===== src/rtl/stopwatch_mux_n.sv =====
`default_nettype none
// +----------------------------------------------------------------------------+
// | Module   : stopwatch_mux_n                                                 |
// | Function : BCD stopwatch with start/stop/clear buttons and a time-         |
// |            multiplexed, active-low 7-segment display of NUM_DIGITS digits. |
// | Option   : STOPWATCH_LAP_HOLD_EN adds a lap button that freezes the        |
// |            display on a snapshot while counting continues.                 |
// | Revision : 1.0 - initial release                                           |
// +----------------------------------------------------------------------------+
module stopwatch_mux_n #(
    parameter int NUM_DIGITS = 4,
    parameter int TICK_DIV   = 1000000,
    parameter int SCAN_DIV   = 100000
) (
    input  logic                  clk,
    input  logic                  rst,
    input  logic                  start_stop,
    input  logic                  clear,
    output logic [6:0]            seg,
    output logic [NUM_DIGITS-1:0] an,
    output logic                  dp,
    output logic                  running,
    output logic                  overflow
`ifdef STOPWATCH_LAP_HOLD_EN
    ,
    input  logic                  lap,
    output logic                  lap_active
`endif
);

    localparam int TICK_W = $clog2(TICK_DIV);
    localparam int SCAN_W = $clog2(SCAN_DIV);
    localparam int IDX_W  = (NUM_DIGITS > 1) ? $clog2(NUM_DIGITS) : 1;
`ifdef STOPWATCH_LAP_HOLD_EN
    localparam int NUM_BTN = 3;
`else
    localparam int NUM_BTN = 2;
`endif

    typedef enum logic [1:0] {
        S_IDLE  = 2'd0,
        S_RUN   = 2'd1,
        S_PAUSE = 2'd2
    } state_t;

    logic [NUM_BTN-1:0] btn_raw;
    logic [NUM_BTN-1:0] sync1_q, sync1_d, sync2_q, sync2_d, prev_q, prev_d;
    logic [NUM_BTN-1:0] btn_pulse;
    logic               ss_pulse, clr_pulse;

    state_t             state_q, state_d;
    logic [TICK_W-1:0]  tick_q, tick_d;
    logic [3:0]         digits_q [NUM_DIGITS];
    logic [3:0]         digits_d [NUM_DIGITS];
    logic               overflow_q, overflow_d;
    logic [SCAN_W-1:0]  scan_cnt_q, scan_cnt_d;
    logic [IDX_W-1:0]   scan_idx_q, scan_idx_d;
    logic [6:0]         seg_q, seg_d;
    logic [NUM_DIGITS-1:0] an_q, an_d;
    logic               dp_q, dp_d;
    logic               running_q, running_d;
    logic [3:0]         shown_digit;

`ifdef STOPWATCH_LAP_HOLD_EN
    logic               lap_pulse;
    logic               lap_active_q, lap_active_d;
    logic [3:0]         snap_q [NUM_DIGITS];
    logic [3:0]         snap_d [NUM_DIGITS];
    assign btn_raw   = {lap, clear, start_stop};
    assign lap_pulse = btn_pulse[2];
`else
    assign btn_raw   = {clear, start_stop};
`endif

    function automatic logic [6:0] seg_decode(input logic [3:0] d);
        logic [6:0] s;
        case (d)
            4'd0:    s = 7'b1000000;
            4'd1:    s = 7'b1111001;
            4'd2:    s = 7'b0100100;
            4'd3:    s = 7'b0110000;
            4'd4:    s = 7'b0011001;
            4'd5:    s = 7'b0010010;
            4'd6:    s = 7'b0000010;
            4'd7:    s = 7'b1111000;
            4'd8:    s = 7'b0000000;
            4'd9:    s = 7'b0010000;
            default: s = 7'b1111111;
        endcase
        return s;
    endfunction

    // Synchronizer flops reset high so a button held through reset gives no edge.
    always_comb begin
        sync1_d   = btn_raw;
        sync2_d   = sync1_q;
        prev_d    = sync2_q;
        btn_pulse = sync2_q & ~prev_q;
        ss_pulse  = btn_pulse[0];
        clr_pulse = btn_pulse[1];
    end

    always_comb begin
        state_d = state_q;
        case (state_q)
            S_IDLE:  if (ss_pulse && !clr_pulse) state_d = S_RUN;
            S_RUN:   if (ss_pulse) state_d = S_PAUSE;
            S_PAUSE: begin
                if (clr_pulse)     state_d = S_IDLE;
                else if (ss_pulse) state_d = S_RUN;
            end
            default: state_d = S_IDLE;
        endcase
        running_d = (state_d == S_RUN);
    end

    always_comb begin
        logic carry;
        tick_d     = tick_q;
        digits_d   = digits_q;
        overflow_d = overflow_q;
        carry      = 1'b0;
        if (state_q == S_RUN) begin
            if (tick_q == TICK_W'(TICK_DIV - 1)) begin
                tick_d = '0;
                carry  = 1'b1;
            end else begin
                tick_d = tick_q + TICK_W'(1);
            end
        end
        for (int i = 0; i < NUM_DIGITS; i++) begin
            if (carry) begin
                if (digits_q[i] == 4'd9) begin
                    digits_d[i] = 4'd0;
                end else begin
                    digits_d[i] = digits_q[i] + 4'd1;
                    carry       = 1'b0;
                end
            end
        end
        if (carry) overflow_d = 1'b1;
        if (state_d == S_IDLE) begin
            tick_d     = '0;
            overflow_d = 1'b0;
            for (int i = 0; i < NUM_DIGITS; i++) digits_d[i] = 4'd0;
        end
    end

`ifdef STOPWATCH_LAP_HOLD_EN
    always_comb begin
        lap_active_d = lap_active_q;
        snap_d       = snap_q;
        if (lap_pulse && state_q == S_RUN) begin
            lap_active_d = ~lap_active_q;
            if (!lap_active_q) snap_d = digits_q;
        end else if (lap_pulse && state_q == S_PAUSE) begin
            lap_active_d = 1'b0;
        end
        if (state_d == S_IDLE) lap_active_d = 1'b0;
    end
`endif

    always_comb begin
        scan_cnt_d = scan_cnt_q + SCAN_W'(1);
        scan_idx_d = scan_idx_q;
        if (scan_cnt_q == SCAN_W'(SCAN_DIV - 1)) begin
            scan_cnt_d = '0;
            scan_idx_d = (scan_idx_q == IDX_W'(NUM_DIGITS - 1)) ? '0 : scan_idx_q + IDX_W'(1);
        end
`ifdef STOPWATCH_LAP_HOLD_EN
        shown_digit = lap_active_q ? snap_q[scan_idx_q] : digits_q[scan_idx_q];
`else
        shown_digit = digits_q[scan_idx_q];
`endif
        seg_d = seg_decode(shown_digit);
        an_d  = ~(NUM_DIGITS'(1) << scan_idx_q);
        dp_d  = ~((NUM_DIGITS > 2) && (scan_idx_q == IDX_W'(2)));
    end

    always_ff @(posedge clk or negedge rst) begin
        if (!rst) begin
            sync1_q    <= '1;
            sync2_q    <= '1;
            prev_q     <= '1;
            state_q    <= S_IDLE;
            tick_q     <= '0;
            overflow_q <= 1'b0;
            scan_cnt_q <= '0;
            scan_idx_q <= '0;
            seg_q      <= 7'b1111111;
            an_q       <= '1;
            dp_q       <= 1'b1;
            running_q  <= 1'b0;
            for (int i = 0; i < NUM_DIGITS; i++) digits_q[i] <= 4'd0;
        end else begin
            sync1_q    <= sync1_d;
            sync2_q    <= sync2_d;
            prev_q     <= prev_d;
            state_q    <= state_d;
            tick_q     <= tick_d;
            overflow_q <= overflow_d;
            scan_cnt_q <= scan_cnt_d;
            scan_idx_q <= scan_idx_d;
            seg_q      <= seg_d;
            an_q       <= an_d;
            dp_q       <= dp_d;
            running_q  <= running_d;
            digits_q   <= digits_d;
        end
    end

`ifdef STOPWATCH_LAP_HOLD_EN
    always_ff @(posedge clk or negedge rst) begin
        if (!rst) begin
            lap_active_q <= 1'b0;
            for (int i = 0; i < NUM_DIGITS; i++) snap_q[i] <= 4'd0;
        end else begin
            lap_active_q <= lap_active_d;
            snap_q       <= snap_d;
        end
    end
    assign lap_active = lap_active_q;
`endif

    assign seg      = seg_q;
    assign an       = an_q;
    assign dp       = dp_q;
    assign running  = running_q;
    assign overflow = overflow_q;

endmodule
`default_nettype wire


===== config.mk =====
export PLATFORM = sky130hd
export DESIGN_NAME = stopwatch_mux_n
export DESIGN_NICKNAME = d
export VERILOG_FILES = /design/src/rtl/stopwatch_mux_n.sv
export SDC_FILE = /design/constraint.sdc
export NUM_CORES = 1
export LEC_CHECK = 0
export ABC_AREA = 1
export CAP_MARGIN = 20
export CORE_ASPECT_RATIO = 1.5
export CORE_MARGIN = 2
export CORE_UTILIZATION = 50
export CTS_BUF_LIST = sky130_fd_sc_hd__clkbuf_8
export DETAILED_ROUTE_END_ITERATION = 8
export PLACE_DENSITY = 0.68
export SYNTH_ARGS = -nofsm -noshare
export SYNTH_HDL_FRONTEND = slang
export SYNTH_SLANG_ARGS = --single-unit

===== constraint.sdc =====
create_clock -name clk -period 2.4 [get_ports clk]
set_input_delay 0.24 -clock clk [delete_from_list [all_inputs] [get_ports clk]]
set_output_delay 0.24 -clock clk [all_outputs]
set_load 0.05 [all_outputs]

# Yosys cells after proc, flatten, opt, wreduce, memory -nomap -nowiden
# Memories as Yosys holds them, arrays and structs flattened. A register that Yosys moved wholly into a read port is not among the register bits.
# Index checks and enable logic that the tools add are counted.
[op_classes] addsub=7 magnitude_cmp=1 eq_ne=11 shifts=1 n_mux=34 bitwise_logic=5 n_reduce_logical=11
[ops] operator="$mux 20" n=3
[ops] operator="$mux 4" n=10
[ops] operator="$add 20x1->20 const B" n=1
[ops] operator="$eq 20x20->1 const B" n=1
[ops] operator="$add 17x1->17 const B" n=1
[ops] operator="$eq 17x17->1 const B" n=1
[ops] operator="$mux 17" n=1
[ops] operator="$add 4x1->4 const B" n=4
[ops] operator="$eq 4x4->1 const B" n=4
[ops] operator="$mux 16" n=1
[ops] operator="$mux 1" n=12
[ops] operator="$reduce_bool 2->1" n=6
[ops] operator="$mux 2" n=5
[ops] operator="$bmux 4 s2" n=1
[ops] operator="$eq 2x2->1 const B" n=3
[ops] operator="$pmux 2 s3" n=1
[ops] operator="$eq 2x1->1 const B" n=2
[ops] operator="$logic_not 2->1" n=2
[ops] operator="$not 4->4" n=1
[ops] operator="$shl 1x2->4 const A" n=1
[ops] operator="$ge 3x3->1 const B" n=1
[ops] operator="$not 2->3" n=1
[ops] operator="$add 2x1->2 const B" n=1
[ops] operator="$and 2x2->2" n=1
[ops] operator="other kinds (4)" n=5
[word_totals] regBits=70 rom_bits=112 out_inout_bits=14 word_cells=86 memories=1
[mem_list] name="(no name shown)" depth=16 word_bits=7 read_ports=1 rd_clocked_by_memory_dff=1 write_ports=0 line="77" source="case (d)"

# Depth between registers and ports, before layout
# Gate-level depths: netlist of run 1.
[depth] ltp_word=9 mapped_depth=11 ltp_nobuf=11

# Worst setup path after synthesis of run 1
# No wires, ideal clock.
[synth_path] kind="flip-flop to flip-flop" start="register scan_idx_q[0]" end="register seg_q[5], in the netlist seg[5]" t_arrival_ps=1429 required_time_ps=2308 setup_slack_ps=879 path_stages_with_launch=9 n_path_buf=1 synth_period_minus_slack_ps=1521 path_cell_list="dfrtp_1 buf_2 a21oi_1 o21ai_0 nand2_1 inv_1 ha_1 o21ai_0 o21ai_0"
[synth_between] elab_chain_len=4
[synth_lines] item="start, declared" line="57" source="logic [IDX_W-1:0] scan_idx_q, scan_idx_d;"
[synth_lines] item="start signal, assigned" line="203" source="scan_idx_q <= scan_idx_d;"
[synth_lines] item="$not 2->3 (implied by the code)" line="173" source="shown_digit = digits_q[scan_idx_q];"
[synth_lines] item="$bmux 4 s2" line="173"
[synth_lines] item="$mux 4 (implied by the code) (2 in a row)" line="173"
[synth_lines] item="end, declared" line="58" source="logic [6:0] seg_q, seg_d;"
# Every way passes these cells. The select of a mux whose other input is x is not followed.
# A chain may end at the register's enable or synchronous reset.

# Final worst setup path of run 1
[layout_path] start="register scan_idx_q[0]" end="register seg_q[6], in the netlist seg[6]"
# Same word-level chain as after synthesis.

==> results of run 1 <==
## sequential cells by signal (all words and copies together), names as in the netlist
name and flops:
an 3, digits_q 16, dp 1, overflow 1
prev_d 2, prev_q 2, running 1, scan_cnt_q 17
scan_idx_q 2, seg 7, state_q 2, sync1_q 2
tick_q 20
## cells by family (layout without fill, tap and decap cells)
| group | Yosys count | after routing | share of synthesized area (%) |
|---|---|---|---|
| XOR/XNOR | 19 | 19 | 3.84 |
| buffers and inverters | 93 | 122 | 8.79 |
| adder cells (fa/ha/maj) | 19 | 19 | 5.48 |
| flip-flops | 76 | 76 | 44.3 |
| AND/OR/NAND/NOR | 278 | 278 | 29.8 |
| AO/OA/AOI/OAI | 59 | 59 | 7.79 |
## power groups by stage
stage	clock network (W)	registers [W]	logic, W
2_1_floorplan	0	0.00142	0.000468
3_3_place_gp	0	0.00140	0.000601
3_5_place_dp	0	0.00140	0.000606
4_1_cts	0.00109	0.00138	0.000609
5_1_grt	0.00114	0.00138	0.000657
6_report	0.00106	0.00138	0.000601
## per-layer routing
metal	share of wire [%]	vias up
li1	-	1779
met1	41	1656
met2	53	47
met3	2.8	20
met4	2.8	0
met5	0	-
## final timing paths
check                      depth (start not counted)                      to  slack [ps]                 startpoint
min reg2reg                                        0     prev_d[1]$_DFF_PN1_         360       sync1_q[1]$_DFF_PN1_
max reg2reg                                        8        seg[6]$_DFF_PN1_         470  scan_idx_q[0]$_DFFE_PN0N_
min                                                1    sync1_q[0]$_DFF_PN1_         300                 start_stop
min in group asynchronous                          3  tick_q[10]$_DFFE_PN0P_         420                        rst
max                                                8        seg[6]$_DFF_PN1_         470  scan_idx_q[0]$_DFFE_PN0N_
max in group asynchronous                          3        seg[4]$_DFF_PN1_        1580                        rst
## cells in the mapped netlist, drive strengths merged
cell and count:
nand2 115, inv 85, o211ai 2, buf 7, or2 2, o31ai 2, nand3 37, dfstp 17
dfrtp 59, a31oi 1, nor3 12, a21oi 15, nor2 89, xnor2 2, o22ai 1, o21bai 1
nor4 1, ha 19, clkbuf 1, a21boi 1, o21ai 36, xor2 17, nand4 22
## stage by stage
step                      area [um2]  worst slack (ps)  utilization, %  hold slack, ps
after floorplan                 4340               879               -           -55.6
after global placement          4620               558            54.9             288
after detailed placement        4620               506            54.9             294
after CTS                       4840               454            57.6             280
after global routing            4840               296            57.6             283
final                           4840               467            57.6             300
## layout make-up
cell class | instances | area share (%)
Inverter | 85 | 6.64
Timing Repair Buffer | 21 | 4.39
Clock inverter | 6 | 1.63
Multi-Input combinational cell | 375 | 42.0
Clock buffer | 10 | 2.84
Sequential cell | 76 | 39.7
Tap cell | 107 | 2.76
## worst reg2reg max path, cell delays in order (launching register included)
cell,delay (ps)
dfrtp_1,620
inv_1,240
nand2_1,110
nand3_1,60
nand2_1,180
inv_1,90
ha_1,180
o21ai_0,230
o21ai_0,130
==> results.md, run 1 <==
- Most common cell after layout, fill and taps aside: nand2_1
- Drt total wl: 8570 um
- Antenna cell count: 0
- Largest net degree at the start of global routing: 77
- Vias in the first global route: 3,519
- Fin. Hold Viols: 0
- DRC viols: 0
- Setup-failing EPs final: 0
- CTS tree: yes
- Die width: 80.1 um
- # placed instances: 663
- Reg clk slew, reported paths: 70 ps
- Gr ovfl total: 0
- VDD IR-drop max: 486 uV
- Top cell family by delay on the critical path: flip-flops
- Overall power: 0.00304 W
- CTS root buf: clkbuf_8
- Top-Level Pins: 18
- Crit share post-route: 80.6%
- Seq/Total Area, Yosys: 44.3%
- Final antenna-violating net count: 0
- Grt met2 use: 34.9%
- Reg power frac: 45.3%
- Maximum clock path buffer count: 2
- Unique masters post-synth: 40
- Met1 Resource Use GR: 23.3%
- Max Cap Viol: 0
- Hold buffer count at CTS: 1
- CP bufs+invs: 2
- Vias: 3,502
- Psw: 0.000933 W
- CTS buffer count: 9
- RSZ-0062 raised after global routing: false
- Net count after synthesis: 567
- Global-route wire length before repair: 15,200 um
- Drt pass-1 iters: 6
- Sequential Area: 0.00192 mm2
- Int Pwr: 0.00211 W
- Syn Inst Count: 544
- Yosys top cell by area: dfrtp_1
- Yosys warns: 0
- CP Capture Type: flop
- Pwr Density: 627 mW/mm2
- Sw frac: 30.7%
- Cell Area, Synth: 0.00434 mm2
- DIE AREA: 0.00945 mm2
- Crit-path cells: inv_1, nand2_1, nand3_1, nand2_1, inv_1, ha_1, o21ai_0, o21ai_0
- Row Count: 41
- Most used cells in the layout excluding fill and tap cells: nand2_1, inv_1, nor2_1, dfrtp_1, nand3_1
- Setup CP Type: reg2reg
- Synth top area share: 34.0%
- Die height: 118 um
- TNS Setup: 0 ps
- Hold WC Path Type: in2reg
- PortBufs: 17
- Avg Cell Area, Syn: 7.98 um2
- Clock sink total: 76
- FF+latch count, synth: 76
- GRT busiest layer: met2
- GR Layer Usage met3: 4.06%
- Leak: 2.27 nW
- Slew @ Worst Pin: 502 ps
- Final Wtd Congestion: 0.841
- # nets final: 591
- Proportion of layout cells with a drive suffix above 1: 12.6%
- Clock Power Share: 34.9%
- Max Slew Vio Count: 0
- DP HPWL: 6360 um
- DR iter-0 viols: 186
- Nature of the critical path startpoint: flop
- Core area: 0.00841 mm2
- # H-tree levels: 3
- All-layer global routing usage: 20.1%
- Combinational share of power: 19.8%
- Filler Cells Inserted: 766
- Clk_skew: 8.93 ps
- Status: complete, no violations
- Fmax: 0.517 GHz
- Final instance count without filler cells: 680
- DR vias/cell: 5.15
- Initial antenna violation count: 0
- Post-cts gate resize count: 0
- Starting Density: 51.6%
- Worst rel slew slack: 66.4%
- Dominant cells by area after synthesis: dfrtp_1, dfstp_2, nand2_1
- Slowest cell delay on critical path: 620 ps
- CP Data Required Time: 2650 ps
- Min cycle time layout: 1930 ps
- Post-CTS Setup Repair Bufs: 0
- Worst Path Max Fanout: 15
- Slowest CP cell: dfrtp_1
- Area of the multi-input gates: 0.00203 mm2
- Wire length per cell: 12.6 um
- Area growth, synth to finish: 11.6%
- Crit path arrival time: 2190 ps
- Clock latency on the worst-skew pair: 350 ps
No activity file was read; power rests on OpenSTA's default activity.
==> run 2: changes to the inputs <==
==> constraint.sdc (replaced) <==
create_clock -name clk -period 2 [get_ports clk]
set_input_delay 0.2 -clock clk [delete_from_list [all_inputs] [get_ports clk]]
set_output_delay 0.2 -clock clk [all_outputs]
set_load 0.05 [all_outputs]
==> run 2 against run 1 <==
Against the previous run:
- core utilization hardly changed
- clock power is 16% higher
- critical endpoint is now an[2]
- power is 19% higher
- clock-buffer cell count is 1 higher
- global-route usage hardly changed
- sequential cell count stayed put
- die area stayed put
- non-clock buffer count stayed put
- largest cell class unchanged
- first-iteration DRC count is 10% lower
- register-to-register slack worse by 250 ps
- wire length is 2.1% lower
==> results.md, run 2 (synthesis gave the netlist of run 1 again) <==
- Largest net degree at the start of global routing: 44 (was 77)
- Filler Cells Inserted: 802 (was 766)
- Die height: 118 um (unchanged)
- Clk_skew: 9.03 ps (was 8.93 ps)
- Nature of the critical path startpoint: flop (unchanged)
- Most used cells in the layout excluding fill and tap cells: nand2_1, inv_1, nor2_1, dfrtp_1, nand3_1 (unchanged)
- Min cycle time layout: 1900 ps
- Overall power: 0.00360 W (was 0.00304 W)
- Row Count: 41 (unchanged)
- CTS buffer count: 9 (unchanged)
- Fin. Hold Viols: 0 (unchanged)
- CP bufs+invs: 1 (was 2)
- CP Capture Type: output pin (was flop)
- RSZ-0062 raised after global routing: false (unchanged)
- DRC viols: 0 (unchanged)
- Drt pass-1 iters: 6 (unchanged)
- Final antenna-violating net count: 0 (unchanged)
- Wire length per cell: 12.3 um (was 12.6 um)
- Pwr Density: 743 mW/mm2 (was 627 mW/mm2)
- Clock latency on the worst-skew pair: 350 ps (about the same)
- Most common cell after layout, fill and taps aside: nand2_1 (unchanged)
- Crit path arrival time: 1700 ps (was 2190 ps)
- Proportion of layout cells with a drive suffix above 1: 13.3% (was 12.6%)
- Psw: 0.00117 W (was 0.000933 W)
- PortBufs: 17 (unchanged)
- Area of the multi-input gates: 0.00204 mm2 (was 0.00203 mm2)
- # H-tree levels: 3 (unchanged)
- Top reg by flops: tick_q (unchanged)
- Placed cell area: 0.00462 mm2 (unchanged)
- Final worst setup slack: 99.8 ps (was 467 ps)
- Finished Cell Area: 0.00485 mm2 (was 0.00484 mm2)
- Pre-CTS WS: 57.4 ps (was 506 ps)
- Status: complete, no violations (unchanged)
- Gr ovfl total: 0 (unchanged)
- Slowest cell delay on critical path: 800 ps (was 620 ps)
- Core area: 0.00841 mm2 (unchanged)
- Vias in the first global route: 3,464 (was 3,519)
- Reg power frac: 45.8% (was 45.3%)
- Die width: 80.1 um (unchanged)
- Final Wtd Congestion: 0.915 (was 0.841)
- Combinational share of power: 20.1% (was 19.8%)
- Sequential Area: 0.00193 mm2 (was 0.00192 mm2)
- Worst rel slew slack: 66.6% (was 66.4%)
- Fmax: 0.526 GHz
- Starting Density: 51.6% (unchanged)
- Clock sink total: 76 (unchanged)
- Max Cap Viol: 0 (unchanged)
- Top cell family by delay on the critical path: buffers and inverters (was flip-flops)
- Regs by FF count: tick_q x20, scan_cnt_q x17, digits_q x16 (unchanged)
- Setup-failing EPs final: 0 (unchanged)
- Initial antenna violation count: 0 (unchanged)
- DR iter-0 viols: 167 (was 186)
- Max FFs per register: 20 (unchanged)
- TNS Setup: 0 ps (unchanged)
- Crit share post-route: 95.0%
- DP HPWL: 6260 um (was 6360 um)
- Area growth, synth to finish: 11.7% (was 11.6%)
- Int Pwr: 0.00244 W (was 0.00211 W)
- CP Data Required Time: 1800 ps (was 2650 ps)
- CTS tree: yes (unchanged)
- Slowest CP cell: clkdlybuf4s50_1 (was dfrtp_1)
- Worst Path Max Fanout: 2 (was 15)
- Clock Power Share: 34.1% (was 34.9%)
- DIE AREA: 0.00945 mm2 (unchanged)
- VDD IR-drop max: 559 uV (was 486 uV)
- Sw frac: 32.3% (was 30.7%)
- Slew @ Worst Pin: 499 ps (was 502 ps)
- Reg clk slew, reported paths: 80 ps (was 70 ps)
- Leak: 2.25 nW (was 2.27 nW)
- Top-Level Pins: 18 (unchanged)
- Post-CTS Setup Repair Bufs: 0 (unchanged)
- DR vias/cell: 5.10 (was 5.15)
- Antenna cell count: 0 (unchanged)
- Maximum clock path buffer count: 2 (unchanged)
- Crit-path cells: clkdlybuf4s50_1 (was inv_1, nand2_1, nand3_1, nand2_1, inv_1, ha_1, o21ai_0, o21ai_0)
- Final core occ: 57.6% (about the same)
- Max Slew Vio Count: 0 (unchanged)
- # nets final: 591 (unchanged)
- Setup CP Type: reg2out (was reg2reg)
- Vias: 3,466 (was 3,502)
- Drt total wl: 8390 um (was 8570 um)
- All-layer global routing usage: 20.1% (about the same)
- Hold WC Path Type: in2reg (unchanged)
- Global-route wire length before repair: 15,200 um (about the same)
- CTS root buf: clkbuf_8 (unchanged)
run 2: cell types whose count changed in the layout (fill, tap and decap cells not counted), moves of 2 or more:
cell / change
clkinvlp_4: +2
dfrtp_2: +2
inv_1: -2
dfrtp_1: -2
run 2: worst reg2reg max path: stages, from the launching register on:
cell	delay [ps]
dfstp_2	530
inv_1	40
nand2_2	110
nor2_1	80
o22ai_2	250
nand2_8	210
nand2_2	190
nand2_1	140
nand2_1	80
o21ai_1	60
run 2: repair_timing:
action	4_1_cts	5_1_grt
setup endpoints to repair	0	19
gates resized for setup	0	3
hold endpoints to repair	27	0
hold buffers	1	0
run 2: cell type report:
class | instances | area share [%]
clock buffer | 11 | 3.12
clock inverter | 5 | 1.21
inverter | 85 | 6.64
multi-input combinational | 375 | 42.1
sequential | 76 | 39.7
tap | 107 | 2.76
timing repair buffer | 21 | 4.39
run 2: power by group through the flow:
stage	Sequential, W	Combinational, W	Clock [W]
finish	0.00165	0.000723	0.00123
CTS	0.00165	0.000723	0.00127
global route	0.00166	0.000812	0.00134
floorplan	0.00170	0.000562	0
global placement	0.00168	0.000716	0
detailed placement	0.00168	0.000720	0
run 2: worst paths after layout:
check | start | end | slack, ps | cells after the start
worst max-delay path | dp$_DFF_PN1_ | an[2] | 100 | 1
worst min-delay path | clear | sync1_q[1]$_DFF_PN1_ | 260 | 1
worst max register to register | prev_q[0]$_DFF_PN1_ | digits_q[4]$_DFFE_PN0P_ | 220 | 9
worst min register to register | sync1_q[0]$_DFF_PN1_ | prev_d[0]$_DFF_PN1_ | 360 | 0
max in group asynchronous | rst | seg[4]$_DFF_PN1_ | 1030 | 3
min in group asynchronous | rst | tick_q[8]$_DFFE_PN0P_ | 340 | 2
run 2: stage by stage:
stage                     std cells  hold WS (ps)
after detailed placement        663           190
after global routing            680           228
after CTS                       680           239
after global placement          663           188
after floorplan                 544         -95.6
final                           680           259
run 2: layer usage:
layer	track usage [%]	routed length (um)	up-vias
li1	-	-	1774
met1	23.2	3550	1622
met2	34.5	4400	50
met3	4.14	197	20
met4	9.85	235	0
met5	0	0	-
